### config.mk
export PLATFORM = sky130hd
export DESIGN_NAME = gfx_bus_master
export DESIGN_NICKNAME = d
export VERILOG_FILES = /design/src/rtl/gfx_bus_master.sv
export SDC_FILE = /design/constraint.sdc
export NUM_CORES = 1
export LEC_CHECK = 0
export CORE_UTILIZATION = 35
export DETAILED_ROUTE_END_ITERATION = 16
export GPL_ROUTABILITY_DRIVEN = 0
export GPL_TIMING_DRIVEN = 0
export PLACE_DENSITY_LB_ADDON = 0.08
export SYNTH_ARGS = -nofsm -noshare
export SYNTH_HDL_FRONTEND = slang
export SYNTH_SLANG_ARGS = --single-unit
### constraint.sdc
create_clock -name clk -period 15.8 [get_ports clk]
set_clock_uncertainty 0.1 [all_clocks]
set_input_delay 3.95 -clock clk [delete_from_list [all_inputs] [get_ports clk]]
set_output_delay 3.95 -clock clk [all_outputs]
set_load 0.005 [all_outputs]
### src/rtl/gfx_bus_master.sv
// gfx_bus_master: host-side sequencer for the graphics array's 16-register bus.
// Writes an instruction and its arguments, polls status $F, optionally reads $D/$E.
module gfx_bus_master #(
    parameter int DIV        = 8,
    parameter int POLL_LIMIT = 255
) (
    input  logic        clk,
    input  logic        reset,
    input  logic        cmd_valid,
    output logic        cmd_ready,
    input  logic        cmd_mode_only,
    input  logic [7:0]  cmd_opcode,
    input  logic [87:0] cmd_args,
    input  logic [3:0]  cmd_nargs,
    input  logic        cmd_read_result,
    output logic        rsp_valid,
    output logic [7:0]  rsp_result0,
    output logic [7:0]  rsp_result1,
    output logic [7:0]  rsp_status,
    output logic        rsp_timeout,
    output logic        bus_phi2,
    output logic [3:0]  bus_addr,
    output logic [7:0]  bus_wdata,
    input  logic [7:0]  bus_rdata,
    output logic        bus_rw,
    output logic        bus_ce0,
    output logic        bus_ce1b
);
    localparam int PW = $clog2(DIV);
    localparam logic [PW-1:0] PH_LAST = PW'(DIV - 1);
    localparam logic [PW-1:0] PH_HIGH = PW'(DIV / 2);
    localparam logic [7:0] POLL_LAST = 8'(POLL_LIMIT - 1);

    typedef enum logic [2:0] {
        S_IDLE,
        S_WR_INSTR,
        S_WR_ARG,
        S_GAP,
        S_POLL,
        S_RD_R0,
        S_RD_R1,
        S_DONE
    } state_t;

    state_t        state;
    logic [PW-1:0] phase;
    logic [PW-1:0] phase_nx;
    logic [3:0]    byte_cnt;
    logic [3:0]    arg_nxt;
    logic [3:0]    nargs_q;
    logic [3:0]    nargs_clamped;
    logic [7:0]    poll_cnt;
    logic [87:0]   args_q;
    logic          mode_q;
    logic          read_q;
    logic          last_phase;
    logic          stat_done;
    logic          active;

    assign last_phase    = (phase == PH_LAST);
    assign phase_nx      = last_phase ? '0 : phase + PW'(1);
    assign stat_done     = bus_rdata[7] & ~bus_rdata[0];
    assign active        = (state != S_IDLE) && (state != S_DONE);
    assign arg_nxt       = byte_cnt + 4'd1;
    assign nargs_clamped = (cmd_nargs > 4'd11) ? 4'd11 : cmd_nargs;

    always_ff @(posedge clk or posedge reset) begin
        if (reset) begin
            state       <= S_IDLE;
            cmd_ready   <= 1'b1;
            rsp_valid   <= 1'b0;
            rsp_result0 <= '0;
            rsp_result1 <= '0;
            rsp_status  <= '0;
            rsp_timeout <= 1'b0;
            bus_phi2    <= 1'b0;
            bus_addr    <= '0;
            bus_wdata   <= '0;
            bus_rw      <= 1'b1;
            bus_ce0     <= 1'b0;
            bus_ce1b    <= 1'b1;
            phase       <= '0;
            byte_cnt    <= '0;
            poll_cnt    <= '0;
            nargs_q     <= '0;
            args_q      <= '0;
            mode_q      <= 1'b0;
            read_q      <= 1'b0;
        end else begin
            rsp_valid <= 1'b0;
            if (active) begin
                phase    <= phase_nx;
                bus_phi2 <= (phase_nx >= PH_HIGH);
            end
            unique case (state)
                S_IDLE: begin
                    if (cmd_valid) begin
                        state       <= S_WR_INSTR;
                        cmd_ready   <= 1'b0;
                        mode_q      <= cmd_mode_only;
                        read_q      <= cmd_read_result;
                        args_q      <= cmd_args;
                        nargs_q     <= nargs_clamped;
                        rsp_timeout <= 1'b0;
                        rsp_result0 <= '0;
                        rsp_result1 <= '0;
                        phase       <= '0;
                        byte_cnt    <= '0;
                        poll_cnt    <= '0;
                        bus_addr    <= cmd_mode_only ? 4'h0 : 4'h1;
                        bus_wdata   <= cmd_opcode;
                        bus_rw      <= 1'b0;
                        bus_ce0     <= 1'b1;
                        bus_ce1b    <= 1'b0;
                    end
                end
                S_WR_INSTR: begin
                    if (last_phase) begin
                        if (mode_q || nargs_q == 4'd0) begin
                            state    <= mode_q ? S_DONE : S_GAP;
                            bus_rw   <= 1'b1;
                            bus_ce0  <= 1'b0;
                            bus_ce1b <= 1'b1;
                        end else begin
                            state     <= S_WR_ARG;
                            bus_addr  <= 4'h2;
                            bus_wdata <= args_q[7:0];
                        end
                    end
                end
                S_WR_ARG: begin
                    if (last_phase) begin
                        if (arg_nxt == nargs_q) begin
                            state    <= S_GAP;
                            bus_rw   <= 1'b1;
                            bus_ce0  <= 1'b0;
                            bus_ce1b <= 1'b1;
                        end else begin
                            byte_cnt  <= arg_nxt;
                            bus_addr  <= arg_nxt + 4'd2;
                            bus_wdata <= args_q[{arg_nxt, 3'b000} +: 8];
                        end
                    end
                end
                // Idle bus cycle lets the chip latch the execute write and raise busy.
                S_GAP: begin
                    if (last_phase) begin
                        state    <= S_POLL;
                        bus_addr <= 4'hF;
                        bus_rw   <= 1'b1;
                        bus_ce0  <= 1'b1;
                        bus_ce1b <= 1'b0;
                    end
                end
                S_POLL: begin
                    if (last_phase) begin
                        rsp_status <= bus_rdata;
                        poll_cnt   <= poll_cnt + 8'd1;
                        if (stat_done && read_q) begin
                            state    <= S_RD_R0;
                            bus_addr <= 4'hD;
                        end else if (stat_done || poll_cnt == POLL_LAST) begin
                            state       <= S_DONE;
                            rsp_timeout <= ~stat_done;
                            bus_ce0     <= 1'b0;
                            bus_ce1b    <= 1'b1;
                        end
                    end
                end
                S_RD_R0: begin
                    if (last_phase) begin
                        state       <= S_RD_R1;
                        rsp_result0 <= bus_rdata;
                        bus_addr    <= 4'hE;
                    end
                end
                S_RD_R1: begin
                    if (last_phase) begin
                        state       <= S_DONE;
                        rsp_result1 <= bus_rdata;
                        bus_ce0     <= 1'b0;
                        bus_ce1b    <= 1'b1;
                    end
                end
                S_DONE: begin
                    state     <= S_IDLE;
                    rsp_valid <= 1'b1;
                    cmd_ready <= 1'b1;
                    phase     <= '0;
                end
            endcase
        end
    end

endmodule
==> results_tabular.tex, run 1 <==
\begin{tabular}{lr}
\hline
Metric & Value \\
\hline
\multicolumn{2}{l}{\textbf{Power}} \\
\quad PD cells & 187.4 nW/um\^{}2 \\
\quad Peak supply drop & 90.60 uV \\
\quad Total leakage power & 4.005 nW \\
\multicolumn{2}{l}{\textbf{Final layout}} \\
\quad Share of final-layout standard cells stronger than drive strength 1 & 21.57\% \\
\quad Final core occ & 48.42\% \\
\quad Top library cells by usage in the layout, fill and taps aside & sky130\_fd\_sc\_hd\_\_clkdlybuf4s50\_1, sky130\_fd\_sc\_hd\_\_dfrtp\_1, sky130\_fd\_sc\_hd\_\_mux2\_2 \\
\quad N\_diodes & 0 \\
\quad Commonest non-fill, non-tap cell in the layout & sky130\_fd\_sc\_hd\_\_clkdlybuf4s50\_1 \\
\quad Layout net count & 908 \\
\quad Layout Area Growth over Synthesis & 33.69\% \\
\multicolumn{2}{l}{\textbf{Yosys}} \\
\quad Library cell with the largest summed area after synthesis & sky130\_fd\_sc\_hd\_\_dfrtp\_1 \\
\quad Number of flip-flops and latches in the synthesized netlist & 155 \\
\quad Number of flops mapped to enable cells by yosys & 0 \\
\quad Post-synthesis cell count & 613 \\
\quad Netlist cell types & 53 \\
\quad Total nets after synthesis & 732 \\
\quad Predominant post-synthesis flop cell & sky130\_fd\_sc\_hd\_\_dfrtp\_1 \\
\quad Synth warnings & 0 \\
\quad Fraction of synthesis flops using an asynchronous set or reset pin & 100.0\% \\
\quad Share of Yosys cell area claimed by the top area cell type & 51.08\% \\
\quad Syn avg cell area & 12.15 um\^{}2 \\
\quad Dominant cells by area after synthesis & sky130\_fd\_sc\_hd\_\_dfrtp\_1, sky130\_fd\_sc\_hd\_\_mux2\_2, sky130\_fd\_sc\_hd\_\_mux2i\_1 \\
\quad Cell area after technology mapping & 7446 um\^{}2 \\
\quad Fraction of the yosys area taken by sequential cells & 52.14\% \\
\multicolumn{2}{l}{\textbf{Worst setup path}} \\
\quad Cell repeated most along the worst path & sky130\_fd\_sc\_hd\_\_clkbuf\_1 \\
\quad Kind of cell adding the most delay to the critical path & buffers and inverters \\
\quad Cells traversed along the worst timing path & clkdlybuf4s50\_1 -> nor4b\_1 -> clkbuf\_1 -> clkbuf\_1 -> buf\_2 -> mux2\_2 \\
\quad Crit end category & flip-flop \\
\quad Worst path required time & 16.00 ns \\
\quad Worst Path Buf+Inv & 4 \\
\quad Startpoint of the worst-slack reg-to-reg timing path & byte\_cnt[0]\$\_DFFE\_PP0P\_ \\
\quad Sort of element at the start of the critical path & primary input \\
\quad Critical path's largest stage delay & 0.68 ns \\
\quad Max Fanout on Critical Path & 10 \\
\quad R2R Path End & bus\_wdata[0]\$\_DFFE\_PP0P\_ \\
\quad Slowest stage cell on the critical path & sky130\_fd\_sc\_hd\_\_clkdlybuf4s50\_1 \\
\quad Worst Setup Path Type & in -> reg \\
\quad Arrival time at the worst endpoint & 6.68 ns \\
\quad Path depth of the worst reg2reg path & 8 \\
\quad Setup slack on the worst flop-to-flop path & 12.89 ns \\
\multicolumn{2}{l}{\textbf{STA}} \\
\quad Time the worst path needs with I/O delays and setup & 6.474 ns \\
\quad Peak clock frequency supported by timing & 0.1545 GHz \\
\quad Part of the cycle the worst path needs & 40.97\% \\
\quad Worst slew slack as a fraction of its limit & 39.75\% \\
\quad Final number of max-transition violations & 0 \\
\quad Setup repair after global routing missed its margin & false \\
\quad Final-report hold violation count & 0 \\
\quad Slew at the pin closest to its max-slew limit & 0.9018 ns \\
\quad Count of final setup violators & 0 \\
\quad Setup TNS & 0 ns \\
\multicolumn{2}{l}{\textbf{Die}} \\
\quad Num rows & 52 \\
\quad Height of the die & 147.9 um \\
\quad Die Width & 147.9 um \\
\quad Area of the core & 20560 um\^{}2 \\
\quad Count of boundary I/O pins & 156 \\
\quad DIE AREA & 21860 um\^{}2 \\
\quad Starting density of the core & 36.22\% \\
\multicolumn{2}{l}{\textbf{Clock tree}} \\
\quad Clock tree from TritonCTS & done \\
\quad Clock-pin transition on the worst setup and hold timing paths & 0.06 ns \\
\quad Count of cells resized by post-cts repair & 0 \\
\quad Number of setup buffers added after CTS & 0 \\
\quad Total of hold buffers inserted after clock tree synthesis & 0 \\
\quad Number of buffers created by CTS & 17 \\
\quad Clock H-tree levels & 4 \\
\quad Insertion delay to the later sink of the worst-skew pair & 0.42 ns \\
\quad Cell at the root of the clock tree & sky130\_fd\_sc\_hd\_\_clkbuf\_16 \\
\quad CTS sink cnt & 155 \\
\quad Clk buf depth & 2 \\
\multicolumn{2}{l}{\textbf{Routing}} \\
\quad Antenna violation net count after detailed routing & 0 \\
\quad Count of TritonRoute iterations in the first routing pass & 5 \\
\quad Drt via density & 5.123 \\
\quad WL final & 20460 um \\
\quad Drt first-iter violations & 319 \\
\quad Remaining DRCs & 0 \\
\quad Overall via count from detail\_route & 5492 \\
\quad Routed wire per std cell & 19.09 um \\
\multicolumn{2}{l}{\textbf{Global route}} \\
\quad Tot GR Track Use & 19.57\% \\
\quad First-pass GRT wire length & 32310 um \\
\quad Via count of the first global-routing pass & 5744 \\
\quad Total overflow reported by the global router & 0 \\
\quad Largest net degree at the start of global routing & 60 \\
\quad Antenna violations before repair & 0 \\
\multicolumn{2}{l}{\textbf{Status}} \\
\quad Status & finished, final reports clean \\
\multicolumn{2}{l}{\textbf{Hold path}} \\
\quad Hold wc startpoint & rsp\_result0[2]\$\_DFFE\_PP0P\_ \\
\quad Hold path depth & 2 \\
\quad WHS Endpoint & rsp\_result0[2]\$\_DFFE\_PP0P\_ \\
\quad Worst min-delay path category & reg -> reg \\
\multicolumn{2}{l}{\textbf{Placement}} \\
\quad Total half-perimeter wirelength after legalization and detailed placement & 15530 um \\
\quad PortBufs & 155 \\
\multicolumn{2}{l}{\textbf{Run}} \\
\quad Number of max-cap violations & 0 \\
\hline
\end{tabular}
-- stage by stage --
stage	setup WS, ns	std cells	area, um^2	power, mW	hold slack (ns)
floorplan	7.577	613	7446	1.183	0.3580
finish	9.326	1072	9955	1.866	0.3796
CTS	9.350	1072	9955	1.887	0.3798
global placement	5.410	1038	9335	1.463	0.3610
global route	9.194	1072	9955	1.983	0.3867
detailed placement	8.911	1040	9395	1.490	0.3648
-- worst max-delay path by stage --
stage                         start                     end  cells past startpoint  slack [ns]
after CTS                 cmd_valid  args_q[66]$_DFFE_PP0P_                      6        9.35
after floorplan               reset   args_q[0]$_DFFE_PP0P_                      1        7.58
after global placement        reset  args_q[33]$_DFFE_PP0P_                      2        5.41
final                     cmd_valid  args_q[66]$_DFFE_PP0P_                      6        9.33
after global routing      cmd_valid  args_q[66]$_DFFE_PP0P_                      6        9.19
after detailed placement  cmd_valid  args_q[66]$_DFFE_PP0P_                      6        8.91
-- routing by layer --
metal  vias up  GRT usage, %  routed length, um
met2       137         32.88              10220
met4         0         5.979                320
met3        23         4.012                855
met5         -             0                  0
li1       2587             -                  -
met1      2745         25.32               9068
-- sequential cells by signal (all words and copies together) (netlist names), 3 cells and up --
name,cells
bus_wdata,8
rsp_result0,8
byte_cnt,4
state,3
phase,3
rsp_result1,8
bus_addr,4
rsp_status,8
args_q,88
poll_cnt,8
nargs_q,4
-- final cells by class --
cell class / count / area, um^2
clock buffer: 20 / 446.7
multi-input combinational: 409 / 3359
timing repair buffer: 157 / 1607
inverter: 12 / 50.05
buffer: 37 / 158.9
sequential: 155 / 3882
tap: 270 / 337.8
clock inverter: 12 / 112.6
fill: 1926 / 10610
-- where the power goes --
part	switching (mW)	leakage, nW	internal (mW)
clock network	0.168	0.272	0.223
registers	0.111	1.89	0.584
logic	0.362	1.84	0.418
-- kinds of logic after synthesis --
group | count (synthesis) | share of synthesized area [%]
and+or+nand+nor | 138 | 8.755
xor gates and xnor gates | 12 | 1.596
muxes | 157 | 24.35
DFF | 155 | 52.14
AOI/OAI and AO/OA | 96 | 9.410
buffers and inverters | 49 | 2.739
adders and majority gates | 6 | 1.008
-- tightest hold or removal path, stage by stage (launching register included) --
cell                      delay [ns]
sky130_fd_sc_hd__dfrtp_1        0.34
sky130_fd_sc_hd__nand2_1        0.05
sky130_fd_sc_hd__o21ai_0        0.06
-- cell usage after synthesis, drive strengths merged (2+ instances only) --
cell type / n
dfrtp: 152
o32a: 2
o21ai: 20
xnor2: 2
a22oi: 17
mux2i: 36
o2111ai: 8
and3: 2
nand4: 3
a22o: 8
o31ai: 3
ha: 6
clkbuf: 23
mux4: 8
a21oi: 18
or2: 2
nand2: 62
nand3: 8
nor2b: 2
o32ai: 2
o22ai: 4
xor2: 9
nor2: 24
nand2b: 3
a2111oi: 3
nor3: 4
a21boi: 2
nand3b: 5
inv: 12
a21o: 2
or3: 17
dfstp: 3
buf: 14
mux2: 113
Power figures use the tool's default switching activity.
==> run 2: changes to the inputs <==
==> constraint.sdc (replaced) <==
create_clock -name clk -period 5.9 [get_ports clk]
set_clock_uncertainty 0.1 [all_clocks]
set_input_delay 1.475 -clock clk [delete_from_list [all_inputs] [get_ports clk]]
set_output_delay 1.475 -clock clk [all_outputs]
set_load 0.005 [all_outputs]
==> results of run 2 <==
Same layout as run 1 (identical final DEF). Status: finished, final reports clean.
Main changes from that run: setup slack after placement 8.911 ns -> 1.486 ns; setup slack after layout 9.326 ns -> 1.901 ns; register-to-register setup slack 12.89 ns -> 2.99 ns; total power 1.866 mW -> 4.996 mW; worst IR drop on VDD 90.60 uV -> 242.6 uV
==> run 3: changes to the inputs <==
==> constraint.sdc (replaced) <==
create_clock -name clk -period 3.4 [get_ports clk]
set_clock_uncertainty 0.1 [all_clocks]
set_input_delay 0.85 -clock clk [delete_from_list [all_inputs] [get_ports clk]]
set_output_delay 0.85 -clock clk [all_outputs]
set_load 0.005 [all_outputs]
==> run 3 against run 2 <==
Design area increased by 0.49%. Flip-flop and latch count unchanged. Worst setup slack worse by 1.6 ns. Utilization up 0.24 points. Sequential power up 74%. Global-route usage shrank 0.092 points. Register-to-register slack worse by 2.6 ns. First-iteration DRC count fell by 1.9%. Non-clock buffer count grew 2. Via count increased by 0.13%. Clock-buffer cell count is 2 higher. Combinational power rose by 73%. Critical path type unchanged. Largest cell class unchanged.
==> results_tabular.tex, run 3 (synthesis results as in run 1) <==
\begin{tabular}{lr}
\hline
Metric & Value \\
\hline
\multicolumn{2}{l}{\textbf{Routing}} \\
\quad Routed wire per std cell & 18.88 um (was 19.09 um) \\
\quad Drt via density & 5.115 (was 5.123) \\
\quad Antenna violation net count after detailed routing & 0 (unchanged) \\
\quad Count of TritonRoute iterations in the first routing pass & 6 (was 5) \\
\quad Overall via count from detail\_route & 5499 (was 5492) \\
\quad Drt first-iter violations & 313 (was 319) \\
\quad Remaining DRCs & 0 (unchanged) \\
\quad WL final & 20300 um (was 20460 um) \\
\multicolumn{2}{l}{\textbf{STA}} \\
\quad Time the worst path needs with I/O delays and setup & 3.077 ns \\
\quad Final number of max-transition violations & 0 (unchanged) \\
\quad Peak clock frequency supported by timing & 0.3250 GHz \\
\quad Part of the cycle the worst path needs & 90.50\% \\
\quad Worst slew slack as a fraction of its limit & 40.86\% (was 39.75\%) \\
\quad Setup repair after global routing missed its margin & false (unchanged) \\
\quad Count of final setup violators & 0 (unchanged) \\
\quad Slew at the pin closest to its max-slew limit & 0.8853 ns (was 0.9018 ns) \\
\quad Final-report hold violation count & 0 (unchanged) \\
\multicolumn{2}{l}{\textbf{Clock tree}} \\
\quad CTS sink cnt & 155 (unchanged) \\
\quad Clk buf depth & 2 (unchanged) \\
\quad Number of setup buffers added after CTS & 0 (unchanged) \\
\quad Clock H-tree levels & 4 (unchanged) \\
\quad Count of cells resized by post-cts repair & 0 (unchanged) \\
\quad Number of buffers created by CTS & 17 (unchanged) \\
\quad Cell at the root of the clock tree & sky130\_fd\_sc\_hd\_\_clkbuf\_16 (unchanged) \\
\quad Clock-pin transition on the worst setup and hold timing paths & 0.06 ns (about the same) \\
\quad Total of hold buffers inserted after clock tree synthesis & 0 (unchanged) \\
\quad Clock tree from TritonCTS & done (unchanged) \\
\quad Insertion delay to the later sink of the worst-skew pair & 0.43 ns (was 0.42 ns) \\
\multicolumn{2}{l}{\textbf{Worst setup path}} \\
\quad Worst Setup Path Type & in -> reg (unchanged) \\
\quad Startpoint of the worst-slack reg-to-reg timing path & byte\_cnt[0]\$\_DFFE\_PP0P\_ (unchanged) \\
\quad Kind of cell adding the most delay to the critical path & buffers and inverters (unchanged) \\
\quad R2R Path End & bus\_wdata[6]\$\_DFFE\_PP0P\_ (was bus\_wdata[0]\$\_DFFE\_PP0P\_) \\
\quad Arrival time at the worst endpoint & 3.27 ns (was 4.20 ns) \\
\quad Crit end category & flip-flop (unchanged) \\
\quad Sort of element at the start of the critical path & primary input (unchanged) \\
\quad Worst path required time & 3.60 ns (was 6.10 ns) \\
\quad Critical path's largest stage delay & 0.65 ns (was 0.68 ns) \\
\quad Path depth of the worst reg2reg path & 8 (unchanged) \\
\quad Slowest stage cell on the critical path & sky130\_fd\_sc\_hd\_\_clkdlybuf4s50\_1 (unchanged) \\
\quad Depth of the critical timing path with buffers and inverters included & 6 (unchanged) \\
\quad Max Fanout on Critical Path & 10 (unchanged) \\
\quad Setup slack on the worst flop-to-flop path & 0.42 ns (was 2.99 ns) \\
\quad Cells traversed along the worst timing path & clkdlybuf4s50\_1 -> nor4b\_1 -> clkbuf\_1 -> clkbuf\_2 -> buf\_2 -> mux2\_2 (was clkdlybuf4s50\_1 -> nor4b\_1 -> clkbuf\_1 -> clkbuf\_1 -> buf\_2 -> mux2\_2) \\
\quad Worst Path Buf+Inv & 4 (unchanged) \\
\multicolumn{2}{l}{\textbf{Global route}} \\
\quad Via count of the first global-routing pass & 5768 (was 5744) \\
\quad Largest net degree at the start of global routing & 44 (was 60) \\
\quad First-pass GRT wire length & 32070 um (was 32310 um) \\
\quad Total overflow reported by the global router & 0 (unchanged) \\
\quad Antenna violations before repair & 1 (was 0) \\
\quad Tot GR Track Use & 19.48\% (was 19.57\%) \\
\multicolumn{2}{l}{\textbf{Die}} \\
\quad Starting density of the core & 36.22\% (unchanged) \\
\quad DIE AREA & 21860 um\^{}2 (unchanged) \\
\quad Count of boundary I/O pins & 156 (unchanged) \\
\quad Height of the die & 147.9 um (unchanged) \\
\quad Die Width & 147.9 um (unchanged) \\
\quad Num rows & 52 (unchanged) \\
\quad Area of the core & 20560 um\^{}2 (unchanged) \\
\multicolumn{2}{l}{\textbf{Final layout}} \\
\quad Layout net count & 910 (was 908) \\
\quad Final Instance Area & 10000 um\^{}2 (was 9955 um\^{}2) \\
\quad Final std cells w/o fill & 1075 (was 1072) \\
\quad Share of final-layout standard cells stronger than drive strength 1 & 21.77\% (was 21.57\%) \\
\quad Commonest non-fill, non-tap cell in the layout & sky130\_fd\_sc\_hd\_\_clkdlybuf4s50\_1 (unchanged) \\
\quad Flip-flop count of the largest register, all copies and words added & 88 (unchanged) \\
\quad Layout Area Growth over Synthesis & 34.35\% (was 33.69\%) \\
\quad Sequential cell area & 3882 um\^{}2 (unchanged) \\
\quad Top library cells by usage in the layout, fill and taps aside & sky130\_fd\_sc\_hd\_\_clkdlybuf4s50\_1, sky130\_fd\_sc\_hd\_\_dfrtp\_1, sky130\_fd\_sc\_hd\_\_mux2\_2 (unchanged) \\
\quad Largest Register & args\_q (unchanged) \\
\quad Number of fillers in the final layout & 1936 (was 1926) \\
\quad Area of the multi-input gates & 3359 um\^{}2 (unchanged) \\
\multicolumn{2}{l}{\textbf{Hold path}} \\
\quad Hold wc startpoint & rsp\_result0[4]\$\_DFFE\_PP0P\_ (was rsp\_result0[2]\$\_DFFE\_PP0P\_) \\
\quad Worst min-delay path category & reg -> reg (unchanged) \\
\quad Hold path depth & 2 (unchanged) \\
\quad WHS Endpoint & rsp\_result0[4]\$\_DFFE\_PP0P\_ (was rsp\_result0[2]\$\_DFFE\_PP0P\_) \\
\multicolumn{2}{l}{\textbf{Status}} \\
\quad Status & finished, final reports clean (unchanged) \\
\multicolumn{2}{l}{\textbf{Power}} \\
\quad Cell-internal power & 5.781 mW (was 3.279 mW) \\
\quad Peak supply drop & 347.0 uV (was 242.6 uV) \\
\quad Final Total Pwr & 8.725 mW (was 4.996 mW) \\
\quad PD cells & 872.2 nW/um\^{}2 (was 501.9 nW/um\^{}2) \\
\quad Switching power total & 2.944 mW (was 1.717 mW) \\
\quad Total leakage power & 4.025 nW (was 4.005 nW) \\
\quad Sequential Power Share & 37.0\% (was 37.3\%) \\
\quad Switching portion of total power & 33.74\% (was 34.37\%) \\
\quad Proportion of power drawn by combinational gates & 41.5\% (was 41.8\%) \\
\quad Clock Power Share & 21.5\% (was 20.9\%) \\
\multicolumn{2}{l}{\textbf{Run}} \\
\quad Number of max-cap violations & 0 (unchanged) \\
\multicolumn{2}{l}{\textbf{Placement}} \\
\quad PortBufs & 155 (unchanged) \\
\quad Inst Count DP & 1042 (was 1040) \\
\quad Total half-perimeter wirelength after legalization and detailed placement & 15590 um (was 15530 um) \\
\quad Post-place instance area & 9419 um\^{}2 (was 9395 um\^{}2) \\
\hline
\end{tabular}
## run 3: cell count changes in the layout (fill, tap and decap cells not counted)
cell | previous run | this run
sky130_fd_sc_hd__buf_12 | 0 | 4
sky130_fd_sc_hd__buf_16 | 2 | 0
sky130_fd_sc_hd__bufinv_16 | 1 | 2
sky130_fd_sc_hd__clkbuf_2 | 0 | 1
sky130_fd_sc_hd__clkbuf_8 | 1 | 2
sky130_fd_sc_hd__clkinvlp_4 | 2 | 3
sky130_fd_sc_hd__diode_2 | 0 | 1
sky130_fd_sc_hd__inv_6 | 5 | 1
## run 3: worst max-delay path by stage
stage / from / to / slack, ns
finish: cmd_valid / args_q[72]$_DFFE_PP0P_ / 0.32
global route: cmd_valid / args_q[72]$_DFFE_PP0P_ / 0.19
CTS: cmd_valid / args_q[72]$_DFFE_PP0P_ / 0.06
detailed placement: cmd_valid / args_q[72]$_DFFE_PP0P_ / -0.39
global placement: reset / args_q[62]$_DFFE_PP0P_ / -0.85
floorplan: reset / args_q[0]$_DFFE_PP0P_ / 0.49
## run 3: cell type report
cell class                 instances  share of cell area (%)
timing repair buffer             159                   16.31
sequential                       155                   38.81
clock inverter                    10                   1.163
clock buffer                      22                   4.640
multi-input combinational        409                   33.58
buffer                            37                   1.601
tap                              270                   3.377
antenna                            1                 0.02502
inverter                          12                  0.4878
## run 3: power groups by stage
stage	clock, mW	sequential (mW)	combinational (mW)
floorplan	0	3.11	2.38
global placement	0	3.23	3.56
detailed placement	0	3.26	3.66
CTS	1.92	3.23	3.67
global route	1.99	3.35	3.95
finish	1.87	3.23	3.62
## run 3: per-stage QoR
step                hold WS (ns)  worst slack, ns  TNS, ns  utilization, %
floorplan                 0.3580           0.4935        0               -
global placement          0.3616          -0.8495  -137.79           45.42
detailed placement        0.3697          -0.3856   -11.69           45.81
CTS                       0.3831          0.06425        0           48.64
global route              0.4040           0.1906        0           48.64
finish                    0.3785           0.3228        0           48.66
## run 3: tightest hold or removal path: stages, from the launching register on
cell,delay [ns]
sky130_fd_sc_hd__dfrtp_1,0.34
sky130_fd_sc_hd__nand2_1,0.05
sky130_fd_sc_hd__o21ai_0,0.06
## run 3: layer usage
layer	up-vias	GRT usage [%]	part of all wire, %
met1	2726	25.10	44
met3	25	4.352	4.9
met2	160	32.17	49
met5	-	0	0
met4	0	6.856	1.7
li1	2588	-	-
